$ cat config.mk
export PLATFORM = sky130hd
export DESIGN_NAME = spo2_ratio_calc
export DESIGN_NICKNAME = d
export VERILOG_FILES = /design/src/rtl/spo2_ratio_calc.sv
export SDC_FILE = /design/constraint.sdc
export NUM_CORES = 1
export LEC_CHECK = 0
export BUFFER_PORTS_ARGS = -buffer_cell sky130_fd_sc_hd__buf_2
export CORE_ASPECT_RATIO = 0.7
export CORE_UTILIZATION = 57
export CTS_BUF_LIST = sky130_fd_sc_hd__clkbuf_16
export DETAILED_ROUTE_END_ITERATION = 16
export GPL_TIMING_DRIVEN = 1
export PLACE_DENSITY = 0.77
export SLEW_MARGIN = 0
export SYNTH_ARGS = -nofsm -noshare
export SYNTH_HDL_FRONTEND = slang
export SYNTH_SLANG_ARGS = --single-unit
export TNS_END_PERCENT = 50
$ cat constraint.sdc
create_clock -name CLK -period 4.2 [get_ports CLK]
set_clock_uncertainty 0.05 [all_clocks]
set_input_delay 0.42 -clock CLK [delete_from_list [all_inputs] [get_ports CLK]]
set_output_delay 0.42 -clock CLK [all_outputs]
set_load 0.05 [all_outputs]
$ cat src/rtl/spo2_ratio_calc.sv
// ============================================================================
// spo2_ratio_calc
//
// Purpose:
//   Tracks per-channel min/max of the RED and IR ADC streams over windows of
//   WIN_LEN samples. It derives AC = max-min and DC = (max+min)>>1 for each
//   channel, then computes the ratio
//      R = (AC_red * DC_ir) / (AC_ir * DC_red)
//   in unsigned Q4.8. A 24-step restoring divider does the division, one bit
//   per clock.
//
// Configuration:
//   SPO2_RATIO_MOVAVG_EN - when defined, Ratio is a 4-tap moving average of
//   the raw (saturated) quotients. This adds one cycle of latency.
//
// Ports:
//   CLK            in   1   clock, rising edge
//   rst_n          in   1   asynchronous active-low reset
//   sample_valid   in   1   strobe: both ADC inputs carry a new sample
//   RED_ADC_Value  in   8   RED sample, unsigned
//   IR_ADC_Value   in   8   IR sample, unsigned
//   RED_AC/RED_DC  out  8   RED AC/DC of the last closed window
//   IR_AC/IR_DC    out  8   IR AC/DC of the last closed window
//   Ratio          out  12  R in Q4.8, saturating at 12'hFFF
//   Ratio_valid    out  1   one-cycle pulse when Ratio updates
//   Busy           out  1   ratio computation in flight
//   Div_Zero       out  1   the denominator of the current Ratio was zero
//   Overrun        out  1   one-cycle pulse: a window closed while Busy
// ============================================================================
module spo2_ratio_calc #(
   parameter int WIN_LEN = 256
) (
   input  logic        CLK,
   input  logic        rst_n,
   input  logic        sample_valid,
   input  logic [7:0]  RED_ADC_Value,
   input  logic [7:0]  IR_ADC_Value,
   output logic [7:0]  RED_AC,
   output logic [7:0]  RED_DC,
   output logic [7:0]  IR_AC,
   output logic [7:0]  IR_DC,
   output logic [11:0] Ratio,
   output logic        Ratio_valid,
   output logic        Busy,
   output logic        Div_Zero,
   output logic        Overrun
);

   localparam logic [15:0] LAST_IDX = 16'(WIN_LEN - 1);

   typedef enum logic [2:0] {
      S_IDLE,
      S_MULT,
      S_DIV,
      S_DONE,
      S_AVG
   } state_t;

   // ------------------------------------------------------------------------
   // Sample counter and window close detection
   // ------------------------------------------------------------------------
   logic [15:0] cnt_q, cnt_d;
   logic        first_smp;
   logic        win_close;

   assign first_smp = (cnt_q == 16'd0);
   assign win_close = sample_valid && (cnt_q == LAST_IDX);

   // ------------------------------------------------------------------------
   // Per-channel min/max trackers.
   // Channel 0 is RED and channel 1 is IR.
   // The *_d values already include the current sample. The close edge can
   // therefore load AC/DC straight from them.
   // ------------------------------------------------------------------------
   logic [1:0][7:0] samp;
   logic [1:0][7:0] ac_n;
   logic [1:0][7:0] dc_n;

   assign samp[0] = RED_ADC_Value;
   assign samp[1] = IR_ADC_Value;

   genvar gi;
   generate
      for (gi = 0; gi < 2; gi++) begin : g_trk
         logic [7:0] min_q, min_d;
         logic [7:0] max_q, max_d;
         logic [8:0] sum;

         always_comb begin
            min_d = min_q;
            max_d = max_q;
            if (first_smp || (samp[gi] < min_q)) min_d = samp[gi];
            if (first_smp || (samp[gi] > max_q)) max_d = samp[gi];
         end

         // 9-bit sum so that (max+min) cannot overflow before the halving.
         assign sum      = {1'b0, max_d} + {1'b0, min_d};
         assign ac_n[gi] = max_d - min_d;
         assign dc_n[gi] = 8'(sum >> 1);

         always_ff @(posedge CLK or negedge rst_n) begin
            if (!rst_n) begin
               min_q <= '0;
               max_q <= '0;
            end else if (sample_valid) begin
               min_q <= min_d;
               max_q <= max_d;
            end
         end
      end
   endgenerate

   // ------------------------------------------------------------------------
   // Ratio datapath and control state
   // ------------------------------------------------------------------------
   state_t      state_q, state_d;
   logic [7:0]  red_ac_q, red_ac_d;
   logic [7:0]  red_dc_q, red_dc_d;
   logic [7:0]  ir_ac_q,  ir_ac_d;
   logic [7:0]  ir_dc_q,  ir_dc_d;
   logic [11:0] ratio_q, ratio_d;
   logic        ratio_valid_q, ratio_valid_d;
   logic        busy_q, busy_d;
   logic        div_zero_q, div_zero_d;
   logic        overrun_q, overrun_d;

   // During the division, num holds the remaining dividend bits and the
   // quotient bits are shifted in at the LSB. After 24 steps it holds the
   // whole quotient.
   logic [23:0] num_q, num_d;
   logic [15:0] den_q, den_d;
   logic [15:0] rem_q, rem_d;
   logic [4:0]  step_q, step_d;

   logic [15:0] prod_num;
   logic [15:0] prod_den;
   logic [16:0] rem_sh;
   logic [11:0] raw_ratio;
   logic        raw_dz;

   assign prod_num = 16'(red_ac_q) * 16'(ir_dc_q);
   assign prod_den = 16'(ir_ac_q)  * 16'(red_dc_q);
   assign rem_sh   = {rem_q, num_q[23]};

   // Saturated raw result. A zero denominator makes the restoring divider
   // produce all-ones, but the zero case is flagged explicitly anyway.
   always_comb begin
      raw_dz    = (den_q == 16'd0);
      raw_ratio = num_q[11:0];
      if (raw_dz || (|num_q[23:12])) raw_ratio = 12'hFFF;
   end

`ifdef SPO2_RATIO_MOVAVG_EN
   logic [3:0][11:0] tap_q, tap_d;
   logic             have_q, have_d;
   logic             dz_hold_q, dz_hold_d;
   logic [13:0]      tap_sum;

   assign tap_sum = 14'(tap_q[0]) + 14'(tap_q[1]) + 14'(tap_q[2]) + 14'(tap_q[3]);
`endif

   always_comb begin
      cnt_d         = cnt_q;
      state_d       = state_q;
      red_ac_d      = red_ac_q;
      red_dc_d      = red_dc_q;
      ir_ac_d       = ir_ac_q;
      ir_dc_d       = ir_dc_q;
      ratio_d       = ratio_q;
      ratio_valid_d = 1'b0;
      busy_d        = busy_q;
      div_zero_d    = div_zero_q;
      overrun_d     = 1'b0;
      num_d         = num_q;
      den_d         = den_q;
      rem_d         = rem_q;
      step_d        = step_q;
`ifdef SPO2_RATIO_MOVAVG_EN
      tap_d         = tap_q;
      have_d        = have_q;
      dz_hold_d     = dz_hold_q;
`endif

      if (sample_valid) cnt_d = win_close ? 16'd0 : cnt_q + 16'd1;

      // AC/DC always load on a close. A ratio starts only from IDLE. The
      // DONE (and AVG) cycle is still busy, so a close there is dropped.
      if (win_close) begin
         red_ac_d = ac_n[0];
         red_dc_d = dc_n[0];
         ir_ac_d  = ac_n[1];
         ir_dc_d  = dc_n[1];
         if (state_q == S_IDLE) begin
            state_d = S_MULT;
            busy_d  = 1'b1;
         end else begin
            overrun_d = 1'b1;
         end
      end

      case (state_q)
         S_MULT: begin
            num_d   = {prod_num, 8'h00};
            den_d   = prod_den;
            rem_d   = '0;
            step_d  = '0;
            state_d = S_DIV;
         end
         S_DIV: begin
            if (rem_sh >= {1'b0, den_q}) begin
               rem_d = 16'(rem_sh - {1'b0, den_q});
               num_d = {num_q[22:0], 1'b1};
            end else begin
               rem_d = rem_sh[15:0];
               num_d = {num_q[22:0], 1'b0};
            end
            step_d = step_q + 5'd1;
            if (step_q == 5'd23) state_d = S_DONE;
         end
         S_DONE: begin
`ifdef SPO2_RATIO_MOVAVG_EN
            // The first result after reset fills every tap, so the average
            // starts at the first quotient instead of ramping up from zero.
            if (!have_q) begin
               for (int k = 0; k < 4; k++) tap_d[k] = raw_ratio;
            end else begin
               tap_d = {tap_q[2:0], raw_ratio};
            end
            have_d    = 1'b1;
            dz_hold_d = raw_dz;
            state_d   = S_AVG;
`else
            ratio_d       = raw_ratio;
            div_zero_d    = raw_dz;
            ratio_valid_d = 1'b1;
            busy_d        = 1'b0;
            state_d       = S_IDLE;
`endif
         end
         S_AVG: begin
`ifdef SPO2_RATIO_MOVAVG_EN
            ratio_d       = 12'(tap_sum >> 2);
            div_zero_d    = dz_hold_q;
            ratio_valid_d = 1'b1;
            busy_d        = 1'b0;
`endif
            state_d = S_IDLE;
         end
         default: ;
      endcase
   end

   always_ff @(posedge CLK or negedge rst_n) begin
      if (!rst_n) begin
         cnt_q         <= '0;
         state_q       <= S_IDLE;
         red_ac_q      <= '0;
         red_dc_q      <= '0;
         ir_ac_q       <= '0;
         ir_dc_q       <= '0;
         ratio_q       <= '0;
         ratio_valid_q <= 1'b0;
         busy_q        <= 1'b0;
         div_zero_q    <= 1'b0;
         overrun_q     <= 1'b0;
         num_q         <= '0;
         den_q         <= '0;
         rem_q         <= '0;
         step_q        <= '0;
`ifdef SPO2_RATIO_MOVAVG_EN
         tap_q         <= '0;
         have_q        <= 1'b0;
         dz_hold_q     <= 1'b0;
`endif
      end else begin
         cnt_q         <= cnt_d;
         state_q       <= state_d;
         red_ac_q      <= red_ac_d;
         red_dc_q      <= red_dc_d;
         ir_ac_q       <= ir_ac_d;
         ir_dc_q       <= ir_dc_d;
         ratio_q       <= ratio_d;
         ratio_valid_q <= ratio_valid_d;
         busy_q        <= busy_d;
         div_zero_q    <= div_zero_d;
         overrun_q     <= overrun_d;
         num_q         <= num_d;
         den_q         <= den_d;
         rem_q         <= rem_d;
         step_q        <= step_d;
`ifdef SPO2_RATIO_MOVAVG_EN
         tap_q         <= tap_d;
         have_q        <= have_d;
         dz_hold_q     <= dz_hold_d;
`endif
      end
   end

   assign RED_AC      = red_ac_q;
   assign RED_DC      = red_dc_q;
   assign IR_AC       = ir_ac_q;
   assign IR_DC       = ir_dc_q;
   assign Ratio       = ratio_q;
   assign Ratio_valid = ratio_valid_q;
   assign Busy        = busy_q;
   assign Div_Zero    = div_zero_q;
   assign Overrun     = overrun_q;

endmodule
==> parameters.txt, run 1 <==
Parameter                              Value

Status
  Outcome    finished with violations
  Violated checks    setup timing

Routing
  Routed via count    10940
  Drc violations    0
  Vias/cell    5.706
  Detailed Routing Iterations Pass 1    6
  Mean routed wirelength per cell    16.82 µm
  Violation count after the first detailed-routing iteration    751
  Final wirelength    32250 µm
  Post-route antenna net violation count    0

Synthesis
  Async S/R FF share, synth    100.0%
  Mean instance size in the synthesized netlist    9.547 µm²
  Fraction of synthesized cell area taken by the top area cell type    29.49%
  Post-synthesis net count    1669
  Top cells by count, synth    162 x inv_1, 160 x dfrtp_1, 151 x ha_1, 125 x nand2_1, 108 x and2_1
  Number of different library cells in the post-synthesis netlist    57
  EDFF count, synth    0
  Library cell occupying the most area in the post-synthesis netlist    dfrtp_1
  Largest cells by area after synthesis    dfrtp_1 29%, ha_1 14%, fa_1 11%
  Sequential fraction of the synthesis area    29.49%
  Total of flip-flops plus latches after synthesis    160
  Top flip-flop cell by instance count after synthesis    dfrtp_1
  Cell count after synthesis    1422
  Area of the mapped netlist    0.01358 mm²
  Dominant cell by count in the synthesized netlist    inv_1
  Synth warn    0

Global routing
  Overflow left after global routing    0
  Antenna violations before repair    1
  Global Route Usage Sum    26.52%
  Via count of the first global-routing pass    10660
  Pin count of the biggest net entering global routing    81
  Wire length of the first global-routing pass    52740 µm

Power and ir drop
  Final total power    0.007652 W
  Maximum resistive drop on vdd    561.5 µV
  Power density of the placed cells    474.2 mW/mm²
  Pleak    8.146 nW

Clock tree
  Total CTS buffers    17
  CTS HTree Levels    4
  Number of buffers between clock root and the deepest sink    2
  Skew-Pair Late Insertion Delay    0.44 ns
  Clock edge transition at the registers on the reported setup and hold paths    0.07 ns
  TritonCTS clock tree    done
  Num Clock Sinks    160
  Buffer type at the clock tree root    clkbuf_16

Worst setup path
  Type of element capturing the critical path    register
  FF-to-FF path depth    17
  Critical path peak fanout    7
  List of cells traversed by the critical path    and2_4 > fa_1 > inv_1 > fa_1 > inv_1 > fa_1 > inv_1 > fa_1 > inv_2 > ha_4 > nor2_4 > o21ai_2 > o211a_1 > o211ai_1 > a21boi_1 > or3_1 > a31o_2
  Critical Path AT    4.58 ns
  Critical path required time    4.48 ns
  Critical path's most frequent cell    fa_1
  CP Class    reg -> reg
  Depth of the critical timing path with buffers and inverters included    17
  Crit-path slowest cell    fa_1
  Delay of the slowest cell on the worst path    0.54 ns
  CP delay by family, top    adder cells
  Kind of start point of the critical path    register
  Buffers and inverters on the worst path    4

Timing
  Crit path setup slack, layout    -0.09956 ns
  Unrepaired setup endpoints after global routing    true
  Number of setup violations in the final report    4
  Transition time at the pin with the least slew margin    1.058 ns
  Maximum achievable frequency    0.2326 GHz
  Max Transition Viols Final    0
  Headroom to the max-slew limit    29.33%
  Final worst path period need    4.300 ns
  Portion of the clock cycle consumed by the worst path in the final layout    102.4%
  Final Hold Vio Count    0

Flow run
  Maximum Capacitance Violations    0

Cells and area
  Ratio of cells with drive above 1 in the final layout    24.36%
  Filler cells    1640
  Area occupied by multi-input gates    0.009169 mm²
  Antenna Diode Count    0
  Number of nets in the layout    1839
  Area used by sequential logic in the layout    0.004038 mm²
  Layout area overhead    18.87%

Placed design
  Last weighted congestion value of the routability-driven placer    0.8980
  Count of input and output buffers    66
  Post-detailed-placement half-perimeter wirelength    23520 µm
  Pre-CTS setup slack    -0.3378 ns

Floorplanning
  Full die area    0.02445 mm²
  Num ports    67
  Row cnt    46
  Die height    131.1 µm
  Starting density of the core    58.97%
  Standard cell core area    0.02302 mm²
  Die extent in x    186.5 µm

Worst hold path
  Path type of the worst min-delay path    in -> reg
  Hold Path Depth    3
## metrics by stage
step                TNS, ns  utilization, %  instance area (µm²)  hold slack [ns]  std cells
finish              -0.2129           70.09                16140           0.2215       1917
detailed placement   -1.639           65.53                15090           0.4131       1860
floorplan           -0.1957               -                13750          0.07441       1422
global route         -1.484           70.09                16140           0.2199       1917
global placement    -0.3019           65.53                15090           0.4088       1860
CTS                 -0.5689           68.76                15830           0.2084       1902
## state kept, by name, summed over array words and instances, names as in the netlist, 12 cells and up
| name | cells |
|---|---|
| num_q | 24 |
| Ratio | 12 |
| cnt_q | 16 |
| rem_q | 16 |
| g_trk.min_q | 16 |
| g_trk.max_q | 16 |
| den_q | 16 |
## layer usage
metal	vias to the layer above	global-route usage, %	wire [µm]
li1	5185	-	-
met3	41	5.796	2240
met5	-	0	10
met4	2	6.421	414
met1	5392	38.64	15080
met2	318	40.17	14500
## power by group
group	internal [W]	switching, W	leakage (nW)
clock	0.000898	0.000744	0.295
sequential	0.00172	0.000147	1.91
combinational	0.00192	0.00222	5.94
total	0.00455	0.00311	8.15
## cell usage in the layout, fill, tap and decap left out, drive strengths merged, types with 7 or more instances in the layout
master	Yosys	final
buf	14	191
inv	162	170
dfrtp	160	160
ha	151	151
nand2	125	125
and2	108	108
o21ai	99	99
fa	77	77
a21oi	62	62
nor2	53	53
mux2	49	49
xnor2	40	40
mux2i	30	30
a21o	29	29
nand3	22	22
xor2	22	22
nand4	17	17
clkbuf	27	17
o21a	16	16
nor3	16	16
a22oi	13	13
nor2b	13	13
o21bai	12	12
o22a	12	12
a22o	10	10
nor4	10	10
nand2b	9	9
and3	7	7
## cells by family (layout without fill, tap and decap cells)
logic type      after synthesis  count (layout)  share of synthesized area [%]
buf+inv                     203             386                          5.908
mux                          79              79                          6.719
flops                       160             160                          29.49
simple gates                399             399                          14.96
fa+ha+maj                   228             228                          25.27
compound gates              291             291                          13.65
xor+xnor                     62              62                          4.000
## tightest hold or removal path: stages
cell and delay, ns:
buf_2 0.13, nand2_1 0.05, o21ai_0 0.06
## what timing repair did
item | 4_1_cts | 5_1_grt
setup endpoints to repair | 11 | 20
hold buffers | 1 | 0
pin swaps | 10 | 67
buffers inserted | 9 | 15
gates resized for setup | 17 | 65
endpoints found under the hold margin | 20 | 0
## final timing paths
path / start / to / slack (ns)
setup / recovery: RED_DC[2] / den_q[12] / -0.1
hold / removal: IR_ADC_Value[7] / g_trk[1].min_q[7] / 0.22
setup reg to reg: RED_DC[2] / den_q[12] / -0.1
hold reg to reg: rem_q[15] / rem_q[15] / 0.44
max in group asynchronous: rst_n / IR_DC[5] / 2.58
min in group asynchronous: rst_n / Ratio[4] / 0.53
## layout make-up
type	count	share of cell area, %
Multi-Input combinational cell	1059	56.82
Sequential cell	160	25.02
Timing Repair Buffer	192	8.250
Inverter	162	3.768
Clock buffer	17	2.636
Tap cell	312	2.419
Clock inverter	15	1.086
Power figures use the tool's default switching activity.
==> run 2, diff against run 1 <==
CORE_MARGIN = 3   (was not set)
==> parameters.txt, run 2 (same netlist as run 1, synthesis figures left out) <==
Parameter                              Value

Routing
  Drc violations    0 (unchanged)
  Violation count after the first detailed-routing iteration    801 (+6.7%)
  Routed via count    10940 (-0.027%)
  Post-route antenna net violation count    0 (unchanged)
  Detailed Routing Iterations Pass 1    6 (unchanged)
  Vias/cell    5.725 (+0.34%)
  Mean routed wirelength per cell    17.25 µm (+2.5%)
  Final wirelength    32950 µm (+2.2%)

Floorplanning
  Starting density of the core    58.97% (unchanged)
  Row cnt    46 (unchanged)
  Die extent in x    190.5 µm (+2.1%)
  Standard cell core area    0.02302 mm² (unchanged)
  Full die area    0.02573 mm² (+5.3%)
  Num ports    67 (unchanged)
  Die height    135.1 µm (+3.1%)

Cells and area
  End-of-flow core utilization    70.27% (+0.18 points)
  Most used cells in the layout excluding fill and tap cells    152 x inv_1, 136 x ha_1, 133 x dfrtp_1
  Filler cells    1714 (+4.5%)
  Max reg flops    24 (unchanged)
  Ratio of cells with drive above 1 in the final layout    25.03% (+0.67 points)
  Cell area after layout    0.01618 mm² (+0.26%)
  Filler-free cell count of the finished design    1910 (-0.37%)
  Leading cell type in the layout, fill and taps excluded    inv_1
  Antenna Diode Count    0 (unchanged)
  Number of nets in the layout    1832 (-0.38%)
  Layout area overhead    19.17%
  Register with the most flip-flops    num_q

Timing
  Number of setup violations in the final report    7 (+3)
  Worst hold margin    0.2235 ns (+0.002010 ns)
  Final worst path period need    4.362 ns (+0.06255 ns)
  Max Transition Viols Final    0 (unchanged)
  Unrepaired setup endpoints after global routing    true
  Crit path setup slack, layout    -0.1621 ns (-0.06255 ns)
  Maximum achievable frequency    0.2292 GHz (-1.4%)
  Headroom to the max-slew limit    46.72% (+17 points)
  Final Hold Vio Count    0 (unchanged)
  Transition time at the pin with the least slew margin    0.7992 ns (-0.2583 ns)
  Portion of the clock cycle consumed by the worst path in the final layout    103.9% (+1.5 points)

Worst setup path
  Critical Path AT    4.64 ns (+0.06 ns)
  Critical path peak fanout    5 (-2)
  Type of element capturing the critical path    register
  Endpoint of the worst setup timing path    den_q[12]
  CP Class    reg -> reg
  Startpoint of the worst-slack reg-to-reg timing path    RED_DC[4]
  Setup slack of the most critical reg-to-reg path    -0.16 ns (-0.06 ns)
  Setup crit start    RED_DC[4]
  Kind of start point of the critical path    register
  Endpoint of the lowest-slack register-to-register path    den_q[12]
  Critical path required time    4.48 ns (about the same)
  FF-to-FF path depth    18 (+1)

Global routing
  Global Route Usage Sum    25.61% (-0.91 points)
  Via count of the first global-routing pass    10710 (+0.46%)
  Wire length of the first global-routing pass    53080 µm (+0.64%)
  Overflow left after global routing    0 (unchanged)
  Antenna violations before repair    1 (unchanged)
  Pin count of the biggest net entering global routing    75 (-7.4%)

Power and ir drop
  Pleak    8.133 nW (-0.16%)
  Power density of the placed cells    488.9 mW/mm² (+3.1%)
  Maximum resistive drop on vdd    502.9 µV (-10%)

Flow run
  Maximum Capacitance Violations    0 (unchanged)

Clock tree
  Skew-Pair Late Insertion Delay    0.44 ns (about the same)
  Clock edge transition at the registers on the reported setup and hold paths    0.07 ns (about the same)
  Num Clock Sinks    160 (unchanged)
  Number of buffers between clock root and the deepest sink    2 (unchanged)
  Total CTS buffers    17 (unchanged)
  TritonCTS clock tree    done
  Buffer type at the clock tree root    clkbuf_16
  CTS HTree Levels    4 (unchanged)

Placed design
  Count of input and output buffers    66 (unchanged)
  Placed Cells    1853 (-0.38%)
  Pre-CTS setup slack    -0.2098 ns (+0.1281 ns)
  Post-detailed-placement half-perimeter wirelength    24030 µm (+2.2%)
  Post-placement cell area    0.01505 mm² (-0.27%)
  Last weighted congestion value of the routability-driven placer    0.8487 (-5.5%)

Worst hold path
  Path type of the worst min-delay path    in -> reg

Status
  Outcome    finished with violations
  Violated checks    setup timing
-- run 2: cell types whose count changed in the layout (fill, tap and decap cells not counted), moves of 4 or more --
cell	before	now
buf_6	10	5
ha_4	9	13
a21oi_1	52	45
ha_1	141	136
a21oi_2	9	17
-- run 2: how the worst min path moves through the flow --
| stage | startpoint | to | cells past startpoint |
|---|---|---|---|
| after floorplan | rst_n | Busy | 0 |
| after global placement | cnt_q[15] | cnt_q[15] | 1 |
| after detailed placement | cnt_q[15] | cnt_q[15] | 1 |
| after CTS | RED_ADC_Value[0] | g_trk[0].max_q[0] | 2 |
| after global routing | RED_ADC_Value[0] | g_trk[0].max_q[0] | 2 |
| final | RED_ADC_Value[0] | g_trk[0].max_q[0] | 2 |
-- run 2: per-stage QoR --
step	total power (W)	TNS, ns
after floorplan	0.004532	-0.1957
after global placement	0.005645	-0.3030
after detailed placement	0.005764	-0.8404
after CTS	0.007486	-0.3121
after global routing	0.008347	-1.811
final	0.007909	-0.5806
-- run 2: area by class of cell --
type | instances | area [µm²] | area share, %
Inverter | 162 | 608.1 | 3.759
Sequential cell | 160 | 4038 | 24.96
Timing Repair Buffer | 185 | 1272 | 7.865
Tap cell | 312 | 390.4 | 2.413
Clock buffer | 17 | 425.4 | 2.630
Multi-Input combinational cell | 1059 | 9250 | 57.18
Clock inverter | 15 | 193.9 | 1.199
-- run 2: repair_timing --
| item | 4_1_cts | 5_1_grt |
|---|---|---|
| hold endpoints to repair | 64 | 0 |
| resized for setup | 22 | 70 |
| cloned | 0 | 0 |
| setup endpoints to repair | 11 | 22 |
| pin swaps | 18 | 62 |
| buffers inserted | 6 | 18 |
| hold buffers | 1 | 0 |
-- run 2: worst max-delay path: stages, from the launching register on --
cell and delay [ns]:
dfrtp_2 0.45, buf_12 0.14, and2_4 0.13, fa_1 0.49, inv_2 0.04, fa_1 0.49, inv_1 0.06, fa_1 0.49
inv_2 0.04, fa_1 0.57, inv_2 0.06, ha_4 0.17, nor2_4 0.08, o21ai_2 0.06, o211a_1 0.13, o211ai_1 0.17
a21boi_1 0.09, or3_1 0.31, a31o_2 0.23
-- run 2: routing by layer --
metal | up-vias | global-route usage, % | wire, µm
met3 | 29 | 5.656 | 1841
met5 | - | 0 | 20
li1 | 5170 | - | -
met1 | 5436 | 36.13 | 15440
met4 | 2 | 5.866 | 346
met2 | 298 | 40.80 | 15310
-- run 2: where the power goes --
part | leakage, nW | internal, W | total (W) | switching [W]
sequential | 1.91 | 0.00172 | 0.00188 | 0.000152
combinational | 5.91 | 0.00202 | 0.00437 | 0.00235
clock | 0.308 | 0.000911 | 0.00166 | 0.000748
total | 8.13 | 0.00466 | 0.00791 | 0.00325
